**src/rtl/dffnq_scan_ctrl_pkg.sv**
```systemverilog
// Shared types and sizing helpers for the dffnq scan-chain sequencer.
package dffnq_scan_ctrl_pkg;

  typedef enum logic [1:0] {
    OP_SHIFT          = 2'd0,
    OP_CAPTURE        = 2'd1,
    OP_CAPTURE_UNLOAD = 2'd2,
    OP_RSVD           = 2'd3
  } op_e;

  typedef enum logic [2:0] {
    ST_IDLE    = 3'd0,
    ST_LOAD    = 3'd1,
    ST_SHIFT   = 3'd2,
    ST_CAPTURE = 3'd3,
    ST_UNLOAD  = 3'd4,
    ST_FIN     = 3'd5
  } state_e;

  // Host words needed to cover the whole chain.
  function automatic int unsigned nwords(input int unsigned chain_len, input int unsigned w);
    return (chain_len + w - 1) / w;
  endfunction

  // Bits carried by the final (possibly partial) word.
  function automatic int unsigned last_bits(input int unsigned chain_len, input int unsigned w);
    return chain_len - (nwords(chain_len, w) - 1) * w;
  endfunction

endpackage

```
**src/rtl/dffnq_scan_ctrl_if.sv**
```systemverilog
// Host handshake plus chain-side scan signals for dffnq_scan_ctrl.
// master = host/chain environment, slave = controller.
interface dffnq_scan_ctrl_if #(parameter int unsigned W = 8);
  logic         START;
  logic [1:0]   OP;
  logic [W-1:0] WDATA;
  logic         WVALID;
  logic         WREADY;
  logic [W-1:0] RDATA;
  logic         RVALID;
  logic         RREADY;
  logic         SE;
  logic         SI;
  logic         SO;
  logic         CE;
  logic         BUSY;
  logic         DONE;
  logic         ERR;
  logic         PARITY;

  modport master (
    output START, OP, WDATA, WVALID, RREADY, SO,
    input  WREADY, RDATA, RVALID, SE, SI, CE, BUSY, DONE, ERR, PARITY
  );

  modport slave (
    input  START, OP, WDATA, WVALID, RREADY, SO,
    output WREADY, RDATA, RVALID, SE, SI, CE, BUSY, DONE, ERR, PARITY
  );
endinterface

```
**src/rtl/dffnq_scan_shreg.sv**
```systemverilog
// W-bit transmit/receive shifter pair with a bit counter for one host word.
module dffnq_scan_shreg #(
  parameter int unsigned W = 8
) (
  input  logic                     clk,
  input  logic                     rst,
  input  logic                     load,
  input  logic                     shift,
  input  logic [W-1:0]             din,
  input  logic                     so,
  output logic                     tx0,
  output logic [W-1:0]             rx,
  output logic [$clog2(W+1)-1:0]   cnt
);
  localparam int unsigned CW = $clog2(W + 1);

  logic [W-1:0] tx;

  // Load a fresh word, or shift tx out LSB first while capturing SO into rx[cnt].
  always_ff @(posedge clk) begin
    if (rst) begin
      tx  <= '0;
      rx  <= '0;
      cnt <= '0;
    end else if (load) begin
      tx  <= din;
      rx  <= '0;
      cnt <= '0;
    end else if (shift) begin
      tx <= tx >> 1;
      for (int unsigned i = 0; i < W; i++) begin
        if (cnt == CW'(i)) rx[i] <= so;
      end
      cnt <= cnt + CW'(1);
    end
  end

  assign tx0 = tx[0];

endmodule

```
**src/rtl/dffnq_scan_ctrl.sv**
```systemverilog
// Scan-chain sequencer: turns host word transfers into shift/capture/unload
// cycles on a chain of CHAIN_LEN negative-edge flops.
// Optional: define DFFNQ_SCAN_CTRL_PARITY_EN to report XOR of unloaded bits.
module dffnq_scan_ctrl
  import dffnq_scan_ctrl_pkg::*;
#(
  parameter int unsigned CHAIN_LEN = 64,
  parameter int unsigned W         = 8
) (
  input  logic              CLK,
  input  logic              RST,
  dffnq_scan_ctrl_if.slave  bus
);
  localparam int unsigned   NW        = nwords(CHAIN_LEN, W);
  localparam int unsigned   LAST      = last_bits(CHAIN_LEN, W);
  localparam int unsigned   CW        = $clog2(W + 1);
  localparam int unsigned   XW        = (NW > 1) ? $clog2(NW) : 1;
  localparam logic [CW-1:0] FULL_M1   = CW'(W - 1);
  localparam logic [CW-1:0] LAST_M1   = CW'(LAST - 1);
  localparam logic [XW-1:0] WIDX_LAST = XW'(NW - 1);
  localparam logic [W-1:0]  ONES      = '1;
  localparam logic [W-1:0]  LAST_MASK = ONES >> (W - LAST);

  state_e        state, state_nx;
  op_e           op_q;
  logic [XW-1:0] widx;
  logic          last_word;
  logic          start_go, rx_take;
  logic          ld, sh;
  logic          wready, rvalid, se, si, ce;
  logic          tx0;
  logic [W-1:0]  rx, rdata;
  logic [CW-1:0] cnt;

  assign last_word = (widx == WIDX_LAST);
  assign start_go  = (state == ST_IDLE) && bus.START;
  assign rx_take   = (state == ST_UNLOAD) && bus.RREADY;
  assign rdata     = last_word ? (rx & LAST_MASK) : rx;

  // State register.
  always_ff @(posedge CLK) begin
    if (RST) state <= ST_IDLE;
    else     state <= state_nx;
  end

  // Latch the operation at start and track which word is in flight.
  always_ff @(posedge CLK) begin
    if (RST) begin
      op_q <= OP_SHIFT;
      widx <= '0;
    end else if (start_go) begin
      op_q <= op_e'(bus.OP);
      widx <= '0;
    end else if (rx_take && !last_word) begin
      widx <= widx + XW'(1);
    end
  end

  // Next-state and chain/handshake controls; stalls leave CE low.
  always_comb begin
    state_nx = state;
    wready   = 1'b0;
    rvalid   = 1'b0;
    se       = 1'b0;
    si       = 1'b0;
    ce       = 1'b0;
    ld       = 1'b0;
    sh       = 1'b0;
    case (state)
      ST_IDLE: begin
        if (bus.START) begin
          case (op_e'(bus.OP))
            OP_SHIFT:                     state_nx = ST_LOAD;
            OP_CAPTURE, OP_CAPTURE_UNLOAD: state_nx = ST_CAPTURE;
            default:                      state_nx = ST_FIN;
          endcase
        end
      end
      ST_CAPTURE: begin
        ce       = 1'b1;
        state_nx = (op_q == OP_CAPTURE) ? ST_FIN : ST_LOAD;
      end
      ST_LOAD: begin
        wready = 1'b1;
        if (bus.WVALID) begin
          ld       = 1'b1;
          state_nx = ST_SHIFT;
        end
      end
      ST_SHIFT: begin
        ce = 1'b1;
        se = 1'b1;
        si = tx0;
        sh = 1'b1;
        if (cnt == (last_word ? LAST_M1 : FULL_M1)) state_nx = ST_UNLOAD;
      end
      ST_UNLOAD: begin
        rvalid = 1'b1;
        if (bus.RREADY) state_nx = last_word ? ST_FIN : ST_LOAD;
      end
      ST_FIN:  state_nx = ST_IDLE;
      default: state_nx = ST_IDLE;
    endcase
  end

  dffnq_scan_shreg #(.W(W)) u_shreg (
    .clk   (CLK),
    .rst   (RST),
    .load  (ld),
    .shift (sh),
    .din   (bus.WDATA),
    .so    (bus.SO),
    .tx0   (tx0),
    .rx    (rx),
    .cnt   (cnt)
  );

`ifdef DFFNQ_SCAN_CTRL_PARITY_EN
  logic par_q;

  // Running XOR of every unloaded bit, restarted with each operation.
  always_ff @(posedge CLK) begin
    if (RST)          par_q <= 1'b0;
    else if (start_go) par_q <= 1'b0;
    else if (rx_take) par_q <= par_q ^ (^rdata);
  end

  assign bus.PARITY = (state == ST_FIN) && par_q;
`else
  assign bus.PARITY = 1'b0;
`endif

  assign bus.WREADY = wready;
  assign bus.RVALID = rvalid;
  assign bus.RDATA  = rdata;
  assign bus.SE     = se;
  assign bus.SI     = si;
  assign bus.CE     = ce;
  assign bus.BUSY   = (state != ST_IDLE);
  assign bus.DONE   = (state == ST_FIN);
  assign bus.ERR    = (state == ST_FIN) && (op_q == OP_RSVD);

endmodule

```
**src/flat_wrapper.sv**
```systemverilog
// flat-port wrapper written by rule: the top's interface ports become plain ports
module dffnq_scan_ctrl_flat import dffnq_scan_ctrl_pkg::*;
#(
  parameter int unsigned CHAIN_LEN = 64,
  parameter int unsigned W         = 8
)
  (CLK, RST, bus_START, bus_OP, bus_WDATA, bus_WVALID, bus_RREADY, bus_SO, bus_WREADY, bus_RDATA, bus_RVALID, bus_SE, bus_SI, bus_CE, bus_BUSY, bus_DONE, bus_ERR, bus_PARITY);
  dffnq_scan_ctrl_if #(.W(W)) bus_i ();
  input  logic CLK;
  input  logic RST;
  input wire logic [$bits(bus_i.START)-1:0] bus_START;
  input wire logic [$bits(bus_i.OP)-1:0] bus_OP;
  input wire logic [$bits(bus_i.WDATA)-1:0] bus_WDATA;
  input wire logic [$bits(bus_i.WVALID)-1:0] bus_WVALID;
  input wire logic [$bits(bus_i.RREADY)-1:0] bus_RREADY;
  input wire logic [$bits(bus_i.SO)-1:0] bus_SO;
  output wire logic [$bits(bus_i.WREADY)-1:0] bus_WREADY;
  output wire logic [$bits(bus_i.RDATA)-1:0] bus_RDATA;
  output wire logic [$bits(bus_i.RVALID)-1:0] bus_RVALID;
  output wire logic [$bits(bus_i.SE)-1:0] bus_SE;
  output wire logic [$bits(bus_i.SI)-1:0] bus_SI;
  output wire logic [$bits(bus_i.CE)-1:0] bus_CE;
  output wire logic [$bits(bus_i.BUSY)-1:0] bus_BUSY;
  output wire logic [$bits(bus_i.DONE)-1:0] bus_DONE;
  output wire logic [$bits(bus_i.ERR)-1:0] bus_ERR;
  output wire logic [$bits(bus_i.PARITY)-1:0] bus_PARITY;
  assign bus_i.START = bus_START;
  assign bus_i.OP = bus_OP;
  assign bus_i.WDATA = bus_WDATA;
  assign bus_i.WVALID = bus_WVALID;
  assign bus_i.RREADY = bus_RREADY;
  assign bus_i.SO = bus_SO;
  assign bus_WREADY = bus_i.WREADY;
  assign bus_RDATA = bus_i.RDATA;
  assign bus_RVALID = bus_i.RVALID;
  assign bus_SE = bus_i.SE;
  assign bus_SI = bus_i.SI;
  assign bus_CE = bus_i.CE;
  assign bus_BUSY = bus_i.BUSY;
  assign bus_DONE = bus_i.DONE;
  assign bus_ERR = bus_i.ERR;
  assign bus_PARITY = bus_i.PARITY;
  dffnq_scan_ctrl #(.CHAIN_LEN(CHAIN_LEN), .W(W)) u_core (.CLK(CLK), .RST(RST), .bus(bus_i));
endmodule
```
**config.mk**
```make
export PLATFORM = sky130hd
export DESIGN_NAME = dffnq_scan_ctrl_flat
export DESIGN_NICKNAME = d
export VERILOG_FILES = /design/src/rtl/dffnq_scan_ctrl_pkg.sv /design/src/rtl/dffnq_scan_ctrl_if.sv /design/src/rtl/dffnq_scan_shreg.sv /design/src/rtl/dffnq_scan_ctrl.sv /design/src/flat_wrapper.sv
export SDC_FILE = /design/constraint.sdc
export NUM_CORES = 1
export LEC_CHECK = 0
export ABC_AREA = 1
export CAP_MARGIN = 40
export CELL_PAD_IN_SITES_DETAIL_PLACEMENT = 1
export CELL_PAD_IN_SITES_GLOBAL_PLACEMENT = 1
export CORE_ASPECT_RATIO = 1.1
export CORE_MARGIN = 2
export CORE_UTILIZATION = 30
export DETAILED_ROUTE_END_ITERATION = 12
export PLACE_DENSITY_LB_ADDON = 0.08
export SYNTH_ARGS = -nofsm -noshare
export SYNTH_HDL_FRONTEND = slang
export SYNTH_SLANG_ARGS = --single-unit
```
**constraint.sdc**
```tcl
create_clock -name CLK -period 1.5 [get_ports CLK]
set_clock_uncertainty 0.1 [all_clocks]
set_input_delay 0.45 -clock CLK [delete_from_list [all_inputs] [get_ports CLK]]
set_output_delay 0.45 -clock CLK [all_outputs]
set_load 0.1 [all_outputs]
```
==> results of run 1 <==
-- repair_timing --
item | in CTS | in global routing
buffers inserted | 10 | 9
pin swaps | 9 | 15
endpoints found under the setup margin | 32 | 32
gates resized for setup | 28 | 52
-- power by group through the flow --
stage	logic, mW	clock network [mW]	registers [mW]
floorplan	1.65	0	1.01
global placement	2.54	0	1.01
detailed placement	2.64	0	1.01
CTS	3.02	0.638	0.997
global route	3.65	0.665	1.04
finish	3.45	0.622	1.01
-- per-layer routing --
layer  global-route usage (%)  vias up
li1                         -      796
met1                     19.5      778
met2                     34.1       31
met3                     2.76        7
met4                     5.96        0
met5                        0        -
-- per-stage QoR --
stage	power (mW)	setup TNS [ns]	util, %	setup WS (ns)
2_1_floorplan	2.66	-5.30	-	-0.960
5_1_grt	5.35	-4.33	55.9	-0.407
4_1_cts	4.66	-2.49	51.0	-0.338
3_5_place_dp	3.65	-5.36	46.4	-0.400
6_report	5.08	-3.00	55.9	-0.339
3_3_place_gp	3.54	-4.21	46.4	-0.236
-- worst max-delay path by stage --
stage          slack, ns                      endpoint                    startpoint  cells after the start
5_1_grt            -0.41                       bus_ERR  u_core.state[0]$_SDFFE_PP0P_                      5
4_1_cts            -0.34                        bus_SI  u_core.state[2]$_SDFFE_PP0P_                      6
3_3_place_gp       -0.24                        bus_SE  u_core.state[1]$_SDFFE_PP0P_                      3
2_1_floorplan      -0.96                       bus_ERR  u_core.state[0]$_SDFFE_PP0P_                      5
3_5_place_dp       -0.40  u_core.state[0]$_SDFFE_PP0P_                    bus_WVALID                      8
6_report           -0.34                    bus_RVALID  u_core.state[0]$_SDFFE_PP0P_                      5
-- cells in the mapped netlist --
master and instances:
sky130_fd_sc_hd__conb_1 1, sky130_fd_sc_hd__dfxtp_1 28, sky130_fd_sc_hd__or2_0 1, sky130_fd_sc_hd__nand2_1 36, sky130_fd_sc_hd__clkinv_1 1, sky130_fd_sc_hd__nor3_1 2
sky130_fd_sc_hd__nand3b_1 1, sky130_fd_sc_hd__a21oi_1 31, sky130_fd_sc_hd__nand4_1 4, sky130_fd_sc_hd__clkinv_2 1, sky130_fd_sc_hd__inv_1 20, sky130_fd_sc_hd__o21bai_1 1
sky130_fd_sc_hd__ha_1 7, sky130_fd_sc_hd__buf_4 1, sky130_fd_sc_hd__buf_12 1, sky130_fd_sc_hd__buf_6 2, sky130_fd_sc_hd__nand3_1 15, sky130_fd_sc_hd__nand2_2 4
sky130_fd_sc_hd__o21ai_1 1, sky130_fd_sc_hd__o21ai_0 12, sky130_fd_sc_hd__nor2_4 2, sky130_fd_sc_hd__inv_2 5, sky130_fd_sc_hd__nor2_1 23, sky130_fd_sc_hd__nor2_2 1
sky130_fd_sc_hd__nand2_4 2
-- cell type report --
class,count,area (µm²)
clock buffers,3,41.3
clock inverters,1,30.0
fillers,546,2050
inverters,27,125
multi-input cells,144,943
flip-flops and latches,28,573
well taps,56,70.1
repair buffers,70,820
-- worst max-delay path: cells and delay by family, from the launching register on --
family	cells	cell delay [ns]
buffers and inverters	3	0.40
DFF	1	0.37
and+or+nand+nor	2	0.24
-- flip-flops by register name, indices dropped and copies added (netlist names) --
| signal | cells |
|---|---|
| u_core.u_shreg.tx | 8 |
| u_core.state | 3 |
| u_core.u_shreg.cnt | 4 |
| u_core.widx | 3 |
| u_core.u_shreg.rx | 8 |
| u_core.op_q | 2 |
-- cell families after synthesis --
kind of cell,after synthesis
other,1
and+or+nand+nor,91
buffers and inverters,31
DFF,28
adders and majority gates,7
AOI/OAI and AO/OA,45
==> run_summary.xml, run 1 <==
<?xml version="1.0" encoding="UTF-8"?>
<metrics>
  <group name="critical_path">
    <metric name="timing.critical_path.arrival" unit="ns">1.29</metric>
    <metric name="worstPathRequired" unit="ns">0.95</metric>
    <metric name="critical_path.reg2reg.startpoint" unit="">u_core.state[2]$_SDFFE_PP0P_</metric>
    <metric name="worst_path_max_delay_cell" unit="">sky130_fd_sc_hd__dfxtp_4</metric>
    <metric name="rr_worst_depth" unit="">11</metric>
    <metric name="critical-path-max-stage-delay" unit="ns">0.37</metric>
    <metric name="critPathLaunchType" unit="">flop</metric>
    <metric name="worst_setup_path_end_kind" unit="">primary output</metric>
    <metric name="timing_worst_setup_path_type" unit="">reg2out</metric>
    <metric name="critical_path.max_fanout" unit="">4</metric>
    <metric name="timing.critical_path.mode_cell" unit="">sky130_fd_sc_hd__nor2_4</metric>
    <metric name="r2r_slack" unit="ns">-0.13</metric>
    <metric name="worst_flop_to_flop_path_endpoint" unit="">u_core.u_shreg.rx[3]$_SDFFE_PP0P_</metric>
    <metric name="crit_chain" unit="">buf_4 -&gt; nor2_4 -&gt; inv_2 -&gt; nor2_4 -&gt; buf_12</metric>
  </group>
  <group name="detailed_routing">
    <metric name="wl_met2" unit="µm">2740</metric>
    <metric name="first_iter_violations" unit="">23</metric>
    <metric name="highest_layer_used_for_signal_routing" unit="">met4</metric>
    <metric name="drtPass1Iterations" unit="">4</metric>
    <metric name="ant_nets" unit="">0</metric>
    <metric name="met3RoutedLength" unit="µm">162</metric>
    <metric name="routed_wire_length_per_instance" unit="µm">14.9</metric>
    <metric name="routed-via-count" unit="">1612</metric>
    <metric name="post_drt_via_cell_ratio" unit="">4.90</metric>
    <metric name="drt-total-wl" unit="µm">4900</metric>
    <metric name="drc_violation_count_after_routing" unit="">0</metric>
    <metric name="met1Wirelength" unit="µm">1930</metric>
  </group>
  <group name="power_and_ir_drop">
    <metric name="power.static_leakage" unit="nW">1.02</metric>
    <metric name="pwr-share-seq" unit="%">19.9</metric>
    <metric name="irDropWorstVdd" unit="mV">0.895</metric>
    <metric name="p_clk_share" unit="%">12.2</metric>
    <metric name="total_switching_power" unit="mW">2.37</metric>
    <metric name="power.switching_fraction" unit="%">46.7</metric>
    <metric name="internal_power" unit="mW">2.71</metric>
    <metric name="p_per_area" unit="nW/µm²">1950</metric>
    <metric name="share_of_total_power_in_combinational_logic" unit="%">67.8</metric>
  </group>
  <group name="final_layout">
    <metric name="diodes" unit="">0</metric>
    <metric name="drive_above_1_share" unit="%">44.0</metric>
    <metric name="final-instance-count-excl-fill" unit="">329</metric>
    <metric name="final_design_instance_area_without_fill" unit="µm²">2600</metric>
    <metric name="layout_common_cells" unit="">sky130_fd_sc_hd__nand2_1, sky130_fd_sc_hd__buf_4, sky130_fd_sc_hd__dfxtp_1, sky130_fd_sc_hd__a21oi_1, sky130_fd_sc_hd__inv_1</metric>
    <metric name="syn_to_final_growth" unit="%">79.0</metric>
    <metric name="nNetsFinal" unit="">297</metric>
    <metric name="layout.cells.most_common" unit="">sky130_fd_sc_hd__nand2_1</metric>
  </group>
  <group name="synth">
    <metric name="synth_top_family_by_area" unit="">simple AND/OR/NAND/NOR gates</metric>
    <metric name="synth_seq_cells" unit="">28</metric>
    <metric name="synthesis.area_per_instance" unit="µm²">7.16</metric>
    <metric name="synthMuxAreaShare" unit="%">0</metric>
    <metric name="synth_fa_ha_area_share" unit="%">6.02</metric>
    <metric name="post_synth_top_area_cell" unit="">sky130_fd_sc_hd__dfxtp_1</metric>
    <metric name="synthSimpleGateAreaFrac" unit="%">29.0</metric>
    <metric name="synth.top_cells.by_area" unit="">sky130_fd_sc_hd__dfxtp_1, sky130_fd_sc_hd__a21oi_1, sky130_fd_sc_hd__nand2_1</metric>
    <metric name="syn_area" unit="µm²">1450</metric>
    <metric name="yosysWarnings" unit="">0</metric>
    <metric name="yosys.cell_types.count" unit="">25</metric>
    <metric name="syn-num-nets" unit="">226</metric>
    <metric name="netlist_instances" unit="">203</metric>
    <metric name="synth-compound-area-share" unit="%">15.7</metric>
    <metric name="synth.top_cell.area_share" unit="%">38.6</metric>
    <metric name="synth-xor-area-share" unit="%">0</metric>
    <metric name="synth-seq-area-share" unit="%">38.6</metric>
  </group>
  <group name="outcome">
    <metric name="outcome" unit="">complete, but fails checks</metric>
    <metric name="violations" unit="">setup timing</metric>
  </group>
  <group name="timing">
    <metric name="clock.fmax" unit="MHz">544</metric>
    <metric name="slew_violations" unit="">0</metric>
    <metric name="hold_viol" unit="">0</metric>
    <metric name="layout_setup_ws" unit="ns">-0.339</metric>
    <metric name="unrepaired_setup_endpoints_after_global_routing" unit="">true</metric>
    <metric name="hold_ws" unit="ns">0.372</metric>
    <metric name="fin_crit" unit="ns">1.84</metric>
    <metric name="post-route-period-util" unit="%">123</metric>
    <metric name="finalSetupViolCount" unit="">17</metric>
  </group>
  <group name="place">
    <metric name="gp_routability_congestion" unit="">0.831</metric>
    <metric name="io_buffer_count" unit="">31</metric>
    <metric name="place.detailed.hpwl" unit="µm">3460</metric>
    <metric name="dp_cells" unit="">309</metric>
    <metric name="dpl_cell_area" unit="µm²">2160</metric>
  </group>
  <group name="worst_hold_path">
    <metric name="min_delay_path_depth" unit="">2</metric>
    <metric name="min_path_type" unit="">reg2reg</metric>
    <metric name="hold_path_end" unit="">u_core.u_shreg.tx[2]$_SDFFE_PP0P_</metric>
    <metric name="holdCritStartpoint" unit="">u_core.u_shreg.tx[2]$_SDFFE_PP0P_</metric>
  </group>
  <group name="cts">
    <metric name="cts_tree" unit="">yes</metric>
    <metric name="max-clock-path-buffers" unit="">2</metric>
    <metric name="cts_hold_repair.buffers" unit="">0</metric>
    <metric name="clock_insertion_delay_worst_skew" unit="ns">0.28</metric>
    <metric name="cts_buffers" unit="">3</metric>
    <metric name="root_buffer" unit="">sky130_fd_sc_hd__clkbuf_8</metric>
    <metric name="cts_htree_levels" unit="">1</metric>
    <metric name="cts.clk_slew.worst_paths" unit="ns">0.10</metric>
    <metric name="cts.sink_count" unit="">28</metric>
  </group>
  <group name="floorplan">
    <metric name="die_area" unit="µm²">5420</metric>
    <metric name="die_height" unit="µm">77.0</metric>
    <metric name="std_cell_rows" unit="">26</metric>
    <metric name="dieWidth" unit="µm">70.4</metric>
    <metric name="start_util" unit="%">31.3</metric>
    <metric name="io_pins" unit="">33</metric>
    <metric name="floorplan.core_area" unit="µm²">4650</metric>
  </group>
  <group name="global_routing">
    <metric name="antenna_found_initial" unit="">0</metric>
    <metric name="wire_length_of_the_first_global_routing_pass" unit="µm">7720</metric>
    <metric name="grt_use_total" unit="%">17.8</metric>
    <metric name="via_count_of_the_first_global_routing_pass" unit="">1734</metric>
    <metric name="grt_max_degree" unit="">17</metric>
    <metric name="global_route.overflow_total" unit="">0</metric>
  </group>
  <group name="run">
    <metric name="timing.max_cap.violations" unit="">0</metric>
  </group>
</metrics>
(Power assumes the default switching activity.)
==> inputs of run 2 (changes only) <==
--- a/config.mk
+++ b/config.mk
@@ -16,4 +16,5 @@
 export PLACE_DENSITY_LB_ADDON = 0.08
 export SYNTH_ARGS = -nofsm -noshare
 export SYNTH_HDL_FRONTEND = slang
+export SYNTH_HIERARCHICAL = 1
 export SYNTH_SLANG_ARGS = --single-unit
==> run_summary.xml, run 2 <==
<?xml version="1.0" encoding="UTF-8"?>
<metrics>
  <group name="final_layout">
    <metric name="largest_registers" unit="">u_core/u_shreg/rx (8), u_core/u_shreg/tx (8), u_core/u_shreg/cnt (4)</metric>
    <metric name="area_of_combinational_cells_with_multiple_inputs" unit="µm²">1030</metric>
    <metric name="diodes" unit="">0</metric>
    <metric name="syn_to_final_growth" unit="%">73.7</metric>
    <metric name="drive_above_1_share" unit="%">45.5</metric>
    <metric name="register_area" unit="µm²">572</metric>
    <metric name="nNetsFinal" unit="">312</metric>
    <metric name="final_core_utilization" unit="%">53.4</metric>
    <metric name="layout_common_cells" unit="">sky130_fd_sc_hd__nand2_1, sky130_fd_sc_hd__dfxtp_1, sky130_fd_sc_hd__nor2_1, sky130_fd_sc_hd__buf_4, sky130_fd_sc_hd__nand2_2</metric>
    <metric name="final-instance-count-excl-fill" unit="">346</metric>
    <metric name="layout.cells.most_common" unit="">sky130_fd_sc_hd__nand2_1</metric>
    <metric name="final.fill_count" unit="">582</metric>
    <metric name="final_design_instance_area_without_fill" unit="µm²">2640</metric>
  </group>
  <group name="cts">
    <metric name="max-clock-path-buffers" unit="">2</metric>
    <metric name="cts.clk_slew.worst_paths" unit="ns">0.10</metric>
    <metric name="cts_buffers" unit="">3</metric>
    <metric name="root_buffer" unit="">sky130_fd_sc_hd__clkbuf_8</metric>
    <metric name="clock_insertion_delay_worst_skew" unit="ns">0.27</metric>
    <metric name="cts_hold_repair.buffers" unit="">0</metric>
    <metric name="cts_tree" unit="">yes</metric>
    <metric name="cts.sink_count" unit="">28</metric>
    <metric name="cts_htree_levels" unit="">1</metric>
  </group>
  <group name="synth">
    <metric name="yosys.cell_types.count" unit="">22</metric>
    <metric name="synth.top_cells.by_count" unit="">sky130_fd_sc_hd__nand2_1, sky130_fd_sc_hd__dfxtp_1, sky130_fd_sc_hd__nor2_1</metric>
    <metric name="netlist_instances" unit="">226</metric>
    <metric name="synth.top_cells.by_area" unit="">sky130_fd_sc_hd__dfxtp_1, sky130_fd_sc_hd__nand2_1, sky130_fd_sc_hd__a21oi_1</metric>
    <metric name="yosys.cell_count.top_type" unit="">sky130_fd_sc_hd__nand2_1</metric>
    <metric name="synth.top_cell.area_share" unit="%">36.9</metric>
    <metric name="synth_seq_cells" unit="">28</metric>
    <metric name="synth_enable_flop_cells" unit="">0</metric>
    <metric name="synth-seq-area-share" unit="%">36.9</metric>
    <metric name="ys.flop_type" unit="">sky130_fd_sc_hd__dfxtp_1</metric>
    <metric name="syn-num-nets" unit="">249</metric>
    <metric name="synthesis.area_per_instance" unit="µm²">6.72</metric>
    <metric name="yosysWarnings" unit="">6</metric>
    <metric name="async_reset_ff_share" unit="%">0</metric>
    <metric name="syn_area" unit="µm²">1520</metric>
    <metric name="post_synth_top_area_cell" unit="">sky130_fd_sc_hd__dfxtp_1</metric>
  </group>
  <group name="critical_path">
    <metric name="timing_worst_setup_path_type" unit="">reg2out</metric>
    <metric name="critical-path-max-stage-delay" unit="ns">0.39</metric>
    <metric name="crit_chain" unit="">inv_4 -&gt; nor3_4 -&gt; nand2_2 -&gt; nor2_4 -&gt; buf_12</metric>
    <metric name="timing.critical_path.arrival" unit="ns">1.28</metric>
    <metric name="critical_path.max_fanout" unit="">4</metric>
    <metric name="timing.critical_path.buf_inv" unit="">2</metric>
    <metric name="worst_path_max_delay_cell" unit="">sky130_fd_sc_hd__dfxtp_4</metric>
    <metric name="critPathLaunchType" unit="">flop</metric>
    <metric name="worstPathRequired" unit="ns">0.95</metric>
    <metric name="critPathTopFamily" unit="">flip-flops</metric>
    <metric name="worst_setup_path_end_kind" unit="">primary output</metric>
  </group>
  <group name="floorplan">
    <metric name="start_util" unit="%">30.8</metric>
    <metric name="io_pins" unit="">33</metric>
    <metric name="floorplan.core_area" unit="µm²">4930</metric>
    <metric name="dieWidth" unit="µm">71.8</metric>
    <metric name="die_area" unit="µm²">5640</metric>
    <metric name="die_height" unit="µm">78.6</metric>
    <metric name="std_cell_rows" unit="">27</metric>
  </group>
  <group name="detailed_routing">
    <metric name="routed-via-count" unit="">1600</metric>
    <metric name="post_drt_via_cell_ratio" unit="">4.62</metric>
    <metric name="first_iter_violations" unit="">13</metric>
    <metric name="drc_violation_count_after_routing" unit="">0</metric>
    <metric name="routed_wire_length_per_instance" unit="µm">13.0</metric>
    <metric name="drt-total-wl" unit="µm">4490</metric>
    <metric name="drtPass1Iterations" unit="">4</metric>
    <metric name="ant_nets" unit="">0</metric>
  </group>
  <group name="global_routing">
    <metric name="antenna_found_initial" unit="">0</metric>
    <metric name="grt_max_degree" unit="">16</metric>
    <metric name="wire_length_of_the_first_global_routing_pass" unit="µm">7130</metric>
    <metric name="via_count_of_the_first_global_routing_pass" unit="">1654</metric>
    <metric name="grt_use_total" unit="%">15.4</metric>
    <metric name="global_route.overflow_total" unit="">0</metric>
  </group>
  <group name="power_and_ir_drop">
    <metric name="irDropWorstVdd" unit="mV">2.00</metric>
    <metric name="final_total_pwr" unit="mW">5.06</metric>
    <metric name="p_per_area" unit="nW/µm²">1920</metric>
    <metric name="power.static_leakage" unit="nW">1.17</metric>
  </group>
  <group name="timing">
    <metric name="clock.fmax" unit="MHz">546</metric>
    <metric name="finalSetupViolCount" unit="">15</metric>
    <metric name="fin_setup_tns" unit="ns">-2.24</metric>
    <metric name="hold_ws" unit="ns">0.370</metric>
    <metric name="fin_crit" unit="ns">1.83</metric>
    <metric name="hold_viol" unit="">0</metric>
    <metric name="post-route-period-util" unit="%">122</metric>
    <metric name="layout_setup_ws" unit="ns">-0.331</metric>
    <metric name="slew_violations" unit="">0</metric>
    <metric name="unrepaired_setup_endpoints_after_global_routing" unit="">true</metric>
  </group>
  <group name="place">
    <metric name="io_buffer_count" unit="">31</metric>
    <metric name="gp_routability_congestion" unit="">0.757</metric>
    <metric name="dp_cells" unit="">335</metric>
    <metric name="setup_slack_placement" unit="ns">-0.319</metric>
    <metric name="place.detailed.hpwl" unit="µm">3120</metric>
    <metric name="dpl_cell_area" unit="µm²">2250</metric>
  </group>
  <group name="outcome">
    <metric name="outcome" unit="">complete, but fails checks</metric>
    <metric name="violations" unit="">setup timing</metric>
  </group>
  <group name="run">
    <metric name="timing.max_cap.violations" unit="">0</metric>
  </group>
  <group name="worst_hold_path">
    <metric name="min_path_type" unit="">reg2reg</metric>
  </group>
</metrics>
[run 2: changes by cell type after synthesis, moves of 4 or more]
cell / change
sky130_fd_sc_hd__a21oi_1: -8
sky130_fd_sc_hd__inv_2: +6
sky130_fd_sc_hd__nand2_1: +21
sky130_fd_sc_hd__nand2_2: +4
sky130_fd_sc_hd__nor2_1: +4
sky130_fd_sc_hd__nor2_2: +6
sky130_fd_sc_hd__o21ai_0: -8
[run 2: worst reg2reg max path, stage by stage (launching register included)]
cell and delay [ns]:
sky130_fd_sc_hd__dfxtp_4 0.39, sky130_fd_sc_hd__inv_4 0.06, sky130_fd_sc_hd__nand2_4 0.09, sky130_fd_sc_hd__buf_6 0.11, sky130_fd_sc_hd__clkinvlp_4 0.09, sky130_fd_sc_hd__buf_4 0.13
sky130_fd_sc_hd__buf_4 0.12, sky130_fd_sc_hd__a21oi_1 0.14, sky130_fd_sc_hd__nand2_1 0.09, sky130_fd_sc_hd__nand2_1 0.07, sky130_fd_sc_hd__nor2_1 0.05
[run 2: final cells by class]
cell class,instances,area share [%]
well taps,58,2.75
clock buffers,4,2.09
multi-input cells,160,38.9
inverters,32,5.22
repair buffers,64,29.3
flip-flops and latches,28,21.7
[run 2: cell families after synthesis]
kind of cell    share of synthesized area [%]
fa+ha+maj                                5.77
simple gates                             33.6
compound gates                           11.8
flops                                    36.9
buf+inv                                  11.6
other cells                             0.247
[run 2: final timing paths]
kind                                                         from                           endpoint  slack, ns  depth (start not counted)
worst max-delay path                 u_core/state[0]$_SDFFE_PP0P_                            bus_ERR      -0.33                          5
worst min-delay path            u_core/u_shreg/tx[7]$_SDFFE_PP0P_  u_core/u_shreg/tx[7]$_SDFFE_PP0P_       0.37                          2
worst max register to register       u_core/state[2]$_SDFFE_PP0P_       u_core/state[0]$_SDFFE_PP0P_      -0.04                         10
worst min register to register  u_core/u_shreg/tx[7]$_SDFFE_PP0P_  u_core/u_shreg/tx[7]$_SDFFE_PP0P_       0.37                          2
[run 2: what timing repair did]
item,CTS,global route
endpoints found under the setup margin,28,32
gates resized for setup,6,71
buffers inserted,2,5
pin swaps,5,24
[run 2: routing by layer]
layer | GRT usage, % | vias to the layer above | routed length, µm
li1 | - | 822 | -
met1 | 19.3 | 751 | 1980
met2 | 27.5 | 21 | 2370
met3 | 2.05 | 6 | 89
met4 | 3.77 | 0 | 59
met5 | 0 | - | 0
[run 2: report_power, final]
group / switching (mW) / internal [mW] / leakage [nW]
Clock: 0.241 / 0.235 / 0.0288
Sequential: 0.196 / 0.922 / 0.230
Combinational: 2.01 / 1.45 / 0.912
